[src/rtl/output_writeback_arbiter_if.sv]
// Lane-FIFO and shared output-buffer write port bundle for the writeback arbiter.
// master: the arbiter (pops lane FIFOs, drives the buffer); slave: lane FIFOs plus buffer.
interface output_writeback_arbiter_if #(
  parameter int unsigned ARRAY_SIZE = 9,
  parameter int unsigned ADDR_W     = 14,
  parameter int unsigned DATA_W     = 16
);
  logic [ARRAY_SIZE-1:0]        is_empty;
  logic [ARRAY_SIZE*DATA_W-1:0] lane_data;
  logic [ARRAY_SIZE-1:0]        pop;
  logic                         mem_we;
  logic [ADDR_W-1:0]            mem_addr;
  logic [DATA_W-1:0]            mem_wdata;

  modport master (
    input  is_empty,
    input  lane_data,
    output pop,
    output mem_we,
    output mem_addr,
    output mem_wdata
  );

  modport slave (
    output is_empty,
    output lane_data,
    input  pop,
    input  mem_we,
    input  mem_addr,
    input  mem_wdata
  );
endinterface

[src/rtl/output_writeback_arbiter.sv]
// Round-robin writeback of per-lane FIFO streams into one shared output-buffer write port.
// Each lane writes fm*fm consecutive words from its latched base address, then raises done.
module output_writeback_arbiter #(
  parameter int unsigned ARRAY_SIZE = 9,
  parameter int unsigned ADDR_W     = 14,
  parameter int unsigned DIM_W      = 16,
  parameter int unsigned DATA_W     = 16
) (
  input  logic                         w_clk,
  input  logic                         reset,
  input  logic [ARRAY_SIZE-1:0]        start,
  input  logic [ARRAY_SIZE*ADDR_W-1:0] initial_address,
  input  logic [DIM_W-1:0]             output_featuremapsize,
  output logic [ARRAY_SIZE-1:0]        done,
  output logic                         all_done,
  output_writeback_arbiter_if.master   bus
);
  localparam int unsigned PtrW = (ARRAY_SIZE > 1) ? $clog2(ARRAY_SIZE) : 1;
  localparam int unsigned CntW = 2 * DIM_W;

  typedef enum logic [1:0] {StIdle, StFill, StDone} state_e;

  state_e                state_q  [ARRAY_SIZE];
  logic [ADDR_W-1:0]     base_q   [ARRAY_SIZE];
  logic [CntW-1:0]       target_q [ARRAY_SIZE];
  logic [CntW-1:0]       count_q  [ARRAY_SIZE];
  logic [ARRAY_SIZE-1:0] done_q;
  logic [PtrW-1:0]       ptr_q;
  logic                  mem_we_q;
  logic [ADDR_W-1:0]     mem_addr_q;
  logic [DATA_W-1:0]     mem_wdata_q;

  logic [ADDR_W-1:0]     addr_in [ARRAY_SIZE];
  logic [DATA_W-1:0]     data_in [ARRAY_SIZE];
  logic [ARRAY_SIZE-1:0] req;
  logic [ARRAY_SIZE-1:0] grant;
  logic [PtrW-1:0]       grant_idx;
  logic [PtrW-1:0]       ptr_next;
  logic                  grant_vld;
  logic [PtrW:0]         idx;
  logic [CntW-1:0]       fm_sq;

  for (genvar g = 0; g < ARRAY_SIZE; g++) begin : g_unpack
    assign addr_in[g] = initial_address[g*ADDR_W +: ADDR_W];
    assign data_in[g] = bus.lane_data[g*DATA_W +: DATA_W];
  end

  assign fm_sq = CntW'(output_featuremapsize) * CntW'(output_featuremapsize);

  // Requests are masked during reset so pop never fires while state is being cleared.
  always_comb begin
    req = '0;
    for (int i = 0; i < ARRAY_SIZE; i++) begin
      req[i] = !reset && (state_q[i] == StFill) && !bus.is_empty[i];
    end
  end

  // First requester at or after ptr_q, wrapping; ptr_q already points past the last grant.
  always_comb begin
    grant     = '0;
    grant_idx = '0;
    grant_vld = 1'b0;
    idx       = '0;
    for (int k = 0; k < ARRAY_SIZE; k++) begin
      idx = {1'b0, ptr_q} + (PtrW+1)'(k);
      if (idx >= (PtrW+1)'(ARRAY_SIZE)) begin
        idx = idx - (PtrW+1)'(ARRAY_SIZE);
      end
      if (!grant_vld && req[idx[PtrW-1:0]]) begin
        grant_vld = 1'b1;
        grant_idx = idx[PtrW-1:0];
      end
    end
    if (grant_vld) begin
      grant[grant_idx] = 1'b1;
    end
  end

  assign ptr_next = (grant_idx == PtrW'(ARRAY_SIZE - 1)) ? '0 : grant_idx + PtrW'(1);

  always_ff @(posedge w_clk) begin
    if (reset) begin
      for (int i = 0; i < ARRAY_SIZE; i++) begin
        state_q[i]  <= StIdle;
        base_q[i]   <= '0;
        target_q[i] <= '0;
        count_q[i]  <= '0;
      end
      done_q      <= '0;
      ptr_q       <= '0;
      mem_we_q    <= 1'b0;
      mem_addr_q  <= '0;
      mem_wdata_q <= '0;
    end else begin
      mem_we_q <= grant_vld;
      if (grant_vld) begin
        mem_addr_q  <= base_q[grant_idx] + count_q[grant_idx][ADDR_W-1:0];
        mem_wdata_q <= data_in[grant_idx];
        ptr_q       <= ptr_next;
      end
      for (int i = 0; i < ARRAY_SIZE; i++) begin
        unique case (state_q[i])
          StIdle, StDone: begin
            if (start[i]) begin
              base_q[i]   <= addr_in[i];
              target_q[i] <= fm_sq;
              count_q[i]  <= '0;
              // An empty map finishes immediately without touching the buffer.
              if (fm_sq == '0) begin
                state_q[i] <= StDone;
                done_q[i]  <= 1'b1;
              end else begin
                state_q[i] <= StFill;
                done_q[i]  <= 1'b0;
              end
            end
          end
          StFill: begin
            if (grant[i]) begin
              count_q[i] <= count_q[i] + CntW'(1);
              if (count_q[i] + CntW'(1) == target_q[i]) begin
                state_q[i] <= StDone;
                done_q[i]  <= 1'b1;
              end
            end
          end
          default: state_q[i] <= StIdle;
        endcase
      end
    end
  end

  assign bus.pop       = grant;
  assign bus.mem_we    = mem_we_q;
  assign bus.mem_addr  = mem_addr_q;
  assign bus.mem_wdata = mem_wdata_q;
  assign done          = done_q;
  assign all_done      = &done_q;

endmodule
[src/flat_wrapper.sv]
// flat-port wrapper written by rule: the top's interface ports become plain ports
module output_writeback_arbiter_flat 
#(
  parameter int unsigned ARRAY_SIZE = 9,
  parameter int unsigned ADDR_W     = 14,
  parameter int unsigned DIM_W      = 16,
  parameter int unsigned DATA_W     = 16
)
  (w_clk, reset, start, initial_address, output_featuremapsize, done, all_done, bus_is_empty, bus_lane_data, bus_pop, bus_mem_we, bus_mem_addr, bus_mem_wdata);
  output_writeback_arbiter_if #(.ARRAY_SIZE(ARRAY_SIZE), .ADDR_W(ADDR_W), .DATA_W(DATA_W)) bus_i ();
  input  logic w_clk;
  input  logic reset;
  input  logic [ARRAY_SIZE-1:0] start;
  input  logic [ARRAY_SIZE*ADDR_W-1:0] initial_address;
  input  logic [DIM_W-1:0] output_featuremapsize;
  output logic [ARRAY_SIZE-1:0] done;
  output logic all_done;
  input wire logic [$bits(bus_i.is_empty)-1:0] bus_is_empty;
  input wire logic [$bits(bus_i.lane_data)-1:0] bus_lane_data;
  output wire logic [$bits(bus_i.pop)-1:0] bus_pop;
  output wire logic [$bits(bus_i.mem_we)-1:0] bus_mem_we;
  output wire logic [$bits(bus_i.mem_addr)-1:0] bus_mem_addr;
  output wire logic [$bits(bus_i.mem_wdata)-1:0] bus_mem_wdata;
  assign bus_i.is_empty = bus_is_empty;
  assign bus_i.lane_data = bus_lane_data;
  assign bus_pop = bus_i.pop;
  assign bus_mem_we = bus_i.mem_we;
  assign bus_mem_addr = bus_i.mem_addr;
  assign bus_mem_wdata = bus_i.mem_wdata;
  output_writeback_arbiter #(.ARRAY_SIZE(ARRAY_SIZE), .ADDR_W(ADDR_W), .DIM_W(DIM_W), .DATA_W(DATA_W)) u_core (.w_clk(w_clk), .reset(reset), .start(start), .initial_address(initial_address), .output_featuremapsize(output_featuremapsize), .done(done), .all_done(all_done), .bus(bus_i));
endmodule
[config.mk]
export PLATFORM = sky130hd
export DESIGN_NAME = output_writeback_arbiter_flat
export DESIGN_NICKNAME = d
export VERILOG_FILES = /design/src/rtl/output_writeback_arbiter_if.sv /design/src/rtl/output_writeback_arbiter.sv /design/src/flat_wrapper.sv
export SDC_FILE = /design/constraint.sdc
export NUM_CORES = 2
export LEC_CHECK = 0
export BUFFER_PORTS_ARGS = -buffer_cell sky130_fd_sc_hd__buf_4
export CORE_ASPECT_RATIO = 1.5
export CORE_MARGIN = 3
export CORE_UTILIZATION = 48
export DETAILED_ROUTE_END_ITERATION = 7
export PLACE_DENSITY = 0.66
export SYNTH_ARGS = -nofsm -noshare
export SYNTH_HDL_FRONTEND = slang
export SYNTH_SLANG_ARGS = --single-unit
[constraint.sdc]
create_clock -name w_clk -period 21.5 [get_ports w_clk]
set_clock_uncertainty 0.15 [all_clocks]
set_input_delay 4.3 -clock w_clk [delete_from_list [all_inputs] [get_ports w_clk]]
set_output_delay 4.3 -clock w_clk [all_outputs]
set_load 0.02 [all_outputs]
Word-level counts from Yosys, hierarchy flattened:

Memory sizes are Yosys's and may differ from the RTL's.
Index checks and enable logic that the tools add are counted.

* bitwise gates (word level): 73
* add/subtract/negate cells: 28
* $lt $le $gt $ge: 21
* reductions and logical operators: 92
* mux-type cells: 380
* $mul: 1
* equal/unequal tests: 55

Operators by type and width (count)
* 2-to-1 mux 32 bit: 27
* adder 32 x 1 -> 32 bit (second input constant): 9
* equality test 32 bit: 9
* 2-to-1 mux 1 bit: 266
* 2-to-1 mux 14 bit: 9
* 2-to-1 mux 4 bit: 19
* 2-to-1 mux 2 bit: 36
* OR 1 bit: 72
* binary-select mux 16 bit (select 4 bit): 1
* inequality test 2 bit (second input constant): 27
* less-than comparator 4 x 5 -> 1 bit (second input constant): 10
* greater-or-equal comparator 5 x 4 -> 1 bit (second input constant): 8
* binary-select mux 1 bit (select 4 bit): 9
* AND reduction 4 bit: 9
* subtractor 4 bit (second input constant): 9
* logical NOT 32 bit: 1
* multiplier 16 x 16 -> 32 bit: 1
* 2-to-1 mux 16 bit: 2
* logical AND 1 bit: 27
* OR reduction 3 bit: 9
* adder 4 x 3 -> 5 bit (second input constant): 4
* equality test 2 x 1 -> 1 bit (second input constant): 9
* equality test 2 bit (second input constant): 9
* logical NOT 1 bit: 18
* 17 further kinds: 50

* register bits: 44
* word-level logic and storage cells: 667
* memories: 4
* bits in writable memories: 720

Memories
* u_core.count_q: depth 9, width 32, read ports 10, clocked after Yosys merged registers in 0, wr ports 9, line output_writeback_arbiter.sv:26 `logic [CntW-1:0] count_q [ARRAY_SIZE];`
* u_core.target_q: depth 9, width 32, read ports 9, clocked after Yosys merged registers in 0, wr ports 9, line output_writeback_arbiter.sv:25 `logic [CntW-1:0] target_q [ARRAY_SIZE];`
* u_core.base_q: depth 9, width 14, read ports 1, clocked after Yosys merged registers in 0, wr ports 9, line output_writeback_arbiter.sv:24 `logic [ADDR_W-1:0] base_q [ARRAY_SIZE];`
* u_core.state_q: depth 9, width 2, read ports 9, clocked after Yosys merged registers in 0, wr ports 9, line output_writeback_arbiter.sv:23 `state_e state_q [ARRAY_SIZE];`

Logic depth before layout (Yosys ltp):

An unclocked memory read counts as a cell.

* depth after elaboration: 42
* gate-level depth with buffers: 39

Least setup slack after synthesis:

OpenSTA, ideal clock, no wires.

* path type: input port to output port
* start point: input reset
* end point: output bus_pop[7]
* stages: 18
* path buffers: 7
* arrival: 8.843 ns
* setup slack: 8.207 ns
* cells stage by stage: or4b_1 clkbuf_1 mux4_2 mux4_2 o21a_1 nand2b_1 nor4_1 nor2b_1 a211o_1 buf_2 buf_4 buf_2 buf_2 buf_1 ha_1 inv_1 a31oi_1 clkbuf_1

* cells in the longest elaborated chain, start to end: 35

RTL lines
* from (decl): line flat_wrapper.sv:12 `input logic reset;`
* logical NOT 1 bit (*): line output_writeback_arbiter.sv:54 `req[i] = !reset && (state_q[i] == StFill) && !bus.is_empty[i];`
* logical AND 1 bit (2 in series): line output_writeback_arbiter.sv:54
* binary-select mux 1 bit (select 4 bit): line output_writeback_arbiter.sv:69 `if (!grant_vld && req[idx[PtrW-1:0]]) begin`
* 2-to-1 mux 1 bit (implied by the code): line output_writeback_arbiter.sv:69
* 2-to-1 mux 1 bit: line output_writeback_arbiter.sv:69
* logical NOT 1 bit: line output_writeback_arbiter.sv:69
* logical AND 1 bit: line output_writeback_arbiter.sv:69
* 2-to-1 mux 1 bit: line output_writeback_arbiter.sv:69
* [... 18 more ...]
* logical NOT 1 bit: line output_writeback_arbiter.sv:69
* logical AND 1 bit: line output_writeback_arbiter.sv:69
* 2-to-1 mux 4 bit: line output_writeback_arbiter.sv:69
* less-than comparator 4 x 5 -> 1 bit (implied by the code) / greater-or-equal comparator 4 x 1 -> 1 bit (equally long branches): line output_writeback_arbiter.sv:75 `grant[grant_idx] = 1'b1;`
* logical AND 1 bit (implied by the code): line output_writeback_arbiter.sv:75
* 2-to-1 mux 1 bit (implied by the code): line output_writeback_arbiter.sv:75
* demux 1 bit (select 4 bit)
* 2-to-1 mux 9 bit (*): line output_writeback_arbiter.sv:74 `if (grant_vld) begin`
* to (decl): line flat_wrapper.sv:20 `output wire logic [$bits(bus_i.pop)-1:0] bus_pop;`

Every way passes the cells marked *; elsewhere a longest branch is shown, timed or not. The select of a mux whose other input is x is not followed.

Worst setup path after layout:

* start point: input reset
* end point: output bus_pop[3]

Same word-level chain as after synthesis.

==> qor.csv <==
stage,metric,value,unit
outcome,status,"finished, final reports clean",
synth,synth_top_cell_area_share,44.3,%
placed_design,portBuffers,355,
grt,antenna_found_initial,6,
synth,yosys_warnings,0,
grt,grt_pass1_vias,35600,
finish,drive_gt1_share,13.6,%
grt,grt_pass1_wl,221000,um
detailed_routing,vias_per_cell,5.80,
finish,multiInputGateArea,0.0243,sq mm
detailed_routing,wire_per_inst,24.5,um
synth,syn_avg_cell_area,10.8,sq um
finish,syn_to_final_growth,13.2,%
synth,ys_seq_elements,755,
floorplanning,die_w,265,um
sta,drv_slew,0,
grt,grt.total_usage,28.2,%
sta,final_hold_viol_count,0,
sta,setup_viol_count_final,0,
worst_setup_path,start_kind,primary input,
synth,yosys-top-cells-count,"edfxtp_1, nor2_1, xor2_1",
worst_setup_path,cp.required,17050,ps
detailed_routing,drc,0,
sta,min_period,14450,ps
placed_design,dp_slack,7050,ps
cts,clock-root-buffer,clkbuf_16,
sta,max_clock_freq,69.2,MHz
finish,finalInstanceArea,0.0545,sq mm
finish,layout.nets,5371,
sta,tightestPinTransition,1210,ps
detailed_routing,initialDrtViolationCount,2571,
cts,cts_resized,0,
synth,syn_inst,4462,
floorplanning,io_pins,356,
sta,rsz0062_at_grt,false,
floorplanning,die_h,394,um
detailed_routing,num_vias,35400,
synth,synth_area_leader_cell,edfxtp_1,
placed_design,dp_hpwl,111000,um
synth,synth.distinct_cells,100,
floorplanning,dieArea,0.104,sq mm
worst_setup_path,crit_fanout,52,
sta,totalNegativeSetupSlack,0,ps
cts,postCtsSetupBuffers,0,
worst_setup_path,critPathCaptureType,primary output,
synth,synth_edf_count,711,
sta,setup_ws,7050,ps
sta,fin_crit_sh,67.2,%
cts,clkTransAtPathRegs,70,ps
cts,cts_max_path_buffers,3,
synth,yosysMostFrequentCell,edfxtp_1,
detailed_routing,drt_wl_total,150000,um
finish,n_fill_cell,8633,
flow_run,cap_viol_max_count,0,
floorplanning,rows,141,
cts,cts_buffers,70,
grt,grt_max_degree,129,
worst_setup_path,crit_arrival,10000,ps
finish,seq_area,0.0222,sq mm
grt,grt_overflow,0,
worst_setup_path,critPathKind,in2out,
floorplanning,start_util,48.7,%
placed_design,place_area,0.0523,sq mm
synth,async_flop_share,0,%
detailed_routing,drtAntennaViolNets,0,
sta,slew_headroom,19.0,%
synth,ys_seq_area_share,46.2,%
synth,yosys-top-cells-area,"edfxtp_1, fa_1, xor2_1",
cts,clock_latency,670,ps
synth,syn_area,0.0482,sq mm
placed_design,gp_congestion,0.948,
cts,clock_sinks,755,
synth,synth_nets,5074,
synth,synthFlopType,edfxtp_1,
cts,h-tree-depth,3,
cts,ctsHoldBuffers,0,
floorplanning,design.core.area,0.0990,sq mm
detailed_routing,drt_first_pass_iters,6,
worst_hold_path,hold_class,reg2reg,
cts,cts_tree,built,
==> through the flow <==
step / instances / hold WS (ps) / utilization (%)
2_1_floorplan: 4462 / 380 / -
3_3_place_gp: 5974 / 288 / 52.8
3_5_place_dp: 5974 / 298 / 52.8
4_1_cts: 6103 / 305 / 55.1
5_1_grt: 6107 / 319 / 55.1
6_report: 6108 / 304 / 55.1
==> placed cells by master (no fill, tap or decap), types with 30 or more instances in the layout <==
master	count
fa_1	166
mux2i_1	119
a21oi_1	135
a211oi_1	39
nor3_1	58
nand3_1	192
xor2_1	324
dfxtp_1	43
nor2_1	396
nand2_1	316
clkbuf_16	72
xnor2_1	296
ha_1	140
mux2_2	39
o22ai_1	30
buf_4	414
nand4_1	77
edfxtp_1	711
nor2b_1	52
nor4_1	39
o21ai_0	93
and3_1	81
and2_1	221
inv_1	257
==> layout make-up <==
cell class / instances / share of cell area (%)
well taps: 1287 / 2.95
clock inverters: 43 / 0.707
clock buffers: 86 / 3.44
flip-flops and latches: 755 / 40.8
multi-input cells: 3250 / 44.5
inverters: 267 / 1.84
diodes: 5 / 0.0229
repair buffers: 415 / 5.73
==> routing by layer <==
layer  global-route usage [%]  part of all wire (%)
met1                     31.2                    36
met2                     51.6                    52
met3                     4.12                   5.5
met4                     15.9                   6.5
met5                        0                     0
==> worst paths after layout <==
path,from,slack (ps),cells past startpoint,end
worst max-delay path,reset,7050,14,bus_pop[3]
worst min-delay path,u_core.bus.mem_wdata[0]$_SDFFE_PP0N_,300,2,u_core.bus.mem_wdata[0]$_SDFFE_PP0N_
worst max register to register,u_core.ptr_q[0]$_SDFFE_PP0N_,10810,36,u_core.bus.mem_addr[13]$_SDFFE_PP0N_
worst min register to register,u_core.bus.mem_wdata[0]$_SDFFE_PP0N_,300,2,u_core.bus.mem_wdata[0]$_SDFFE_PP0N_
==> registers in the layout, indices dropped and copies added, names as in the netlist <==
register,cells
u_core.base_q,126
u_core.bus.mem_addr,14
u_core.bus.mem_wdata,16
u_core.bus.mem_we,1
u_core.count_q,288
u_core.done,9
u_core.ptr_q,4
u_core.state_q,18
u_core.target_q,279
==> critical path, stage by stage <==
cell	delay (ps)
buf_4	270
or4b_1	850
mux4_2	560
mux4_2	490
o21a_1	200
o211ai_2	110
nor2_1	80
nor4b_4	180
o311ai_0	530
o221a_2	280
buf_4	350
nand2_1	740
nor3_1	780
buf_4	260
==> cells by family after synthesis <==
logic type | Yosys count | synth area share [%]
and+or+nand+nor | 1607 | 16.9
AOI/OAI and AO/OA | 551 | 7.67
buffers and inverters | 457 | 3.67
adders and majority gates | 306 | 10.5
muxes | 166 | 3.76
DFF | 755 | 46.2
xor gates and xnor gates | 620 | 11.3
Power is not shown: default switching activity piles up to over one toggle a cycle in this logic, so the estimate is an artifact.
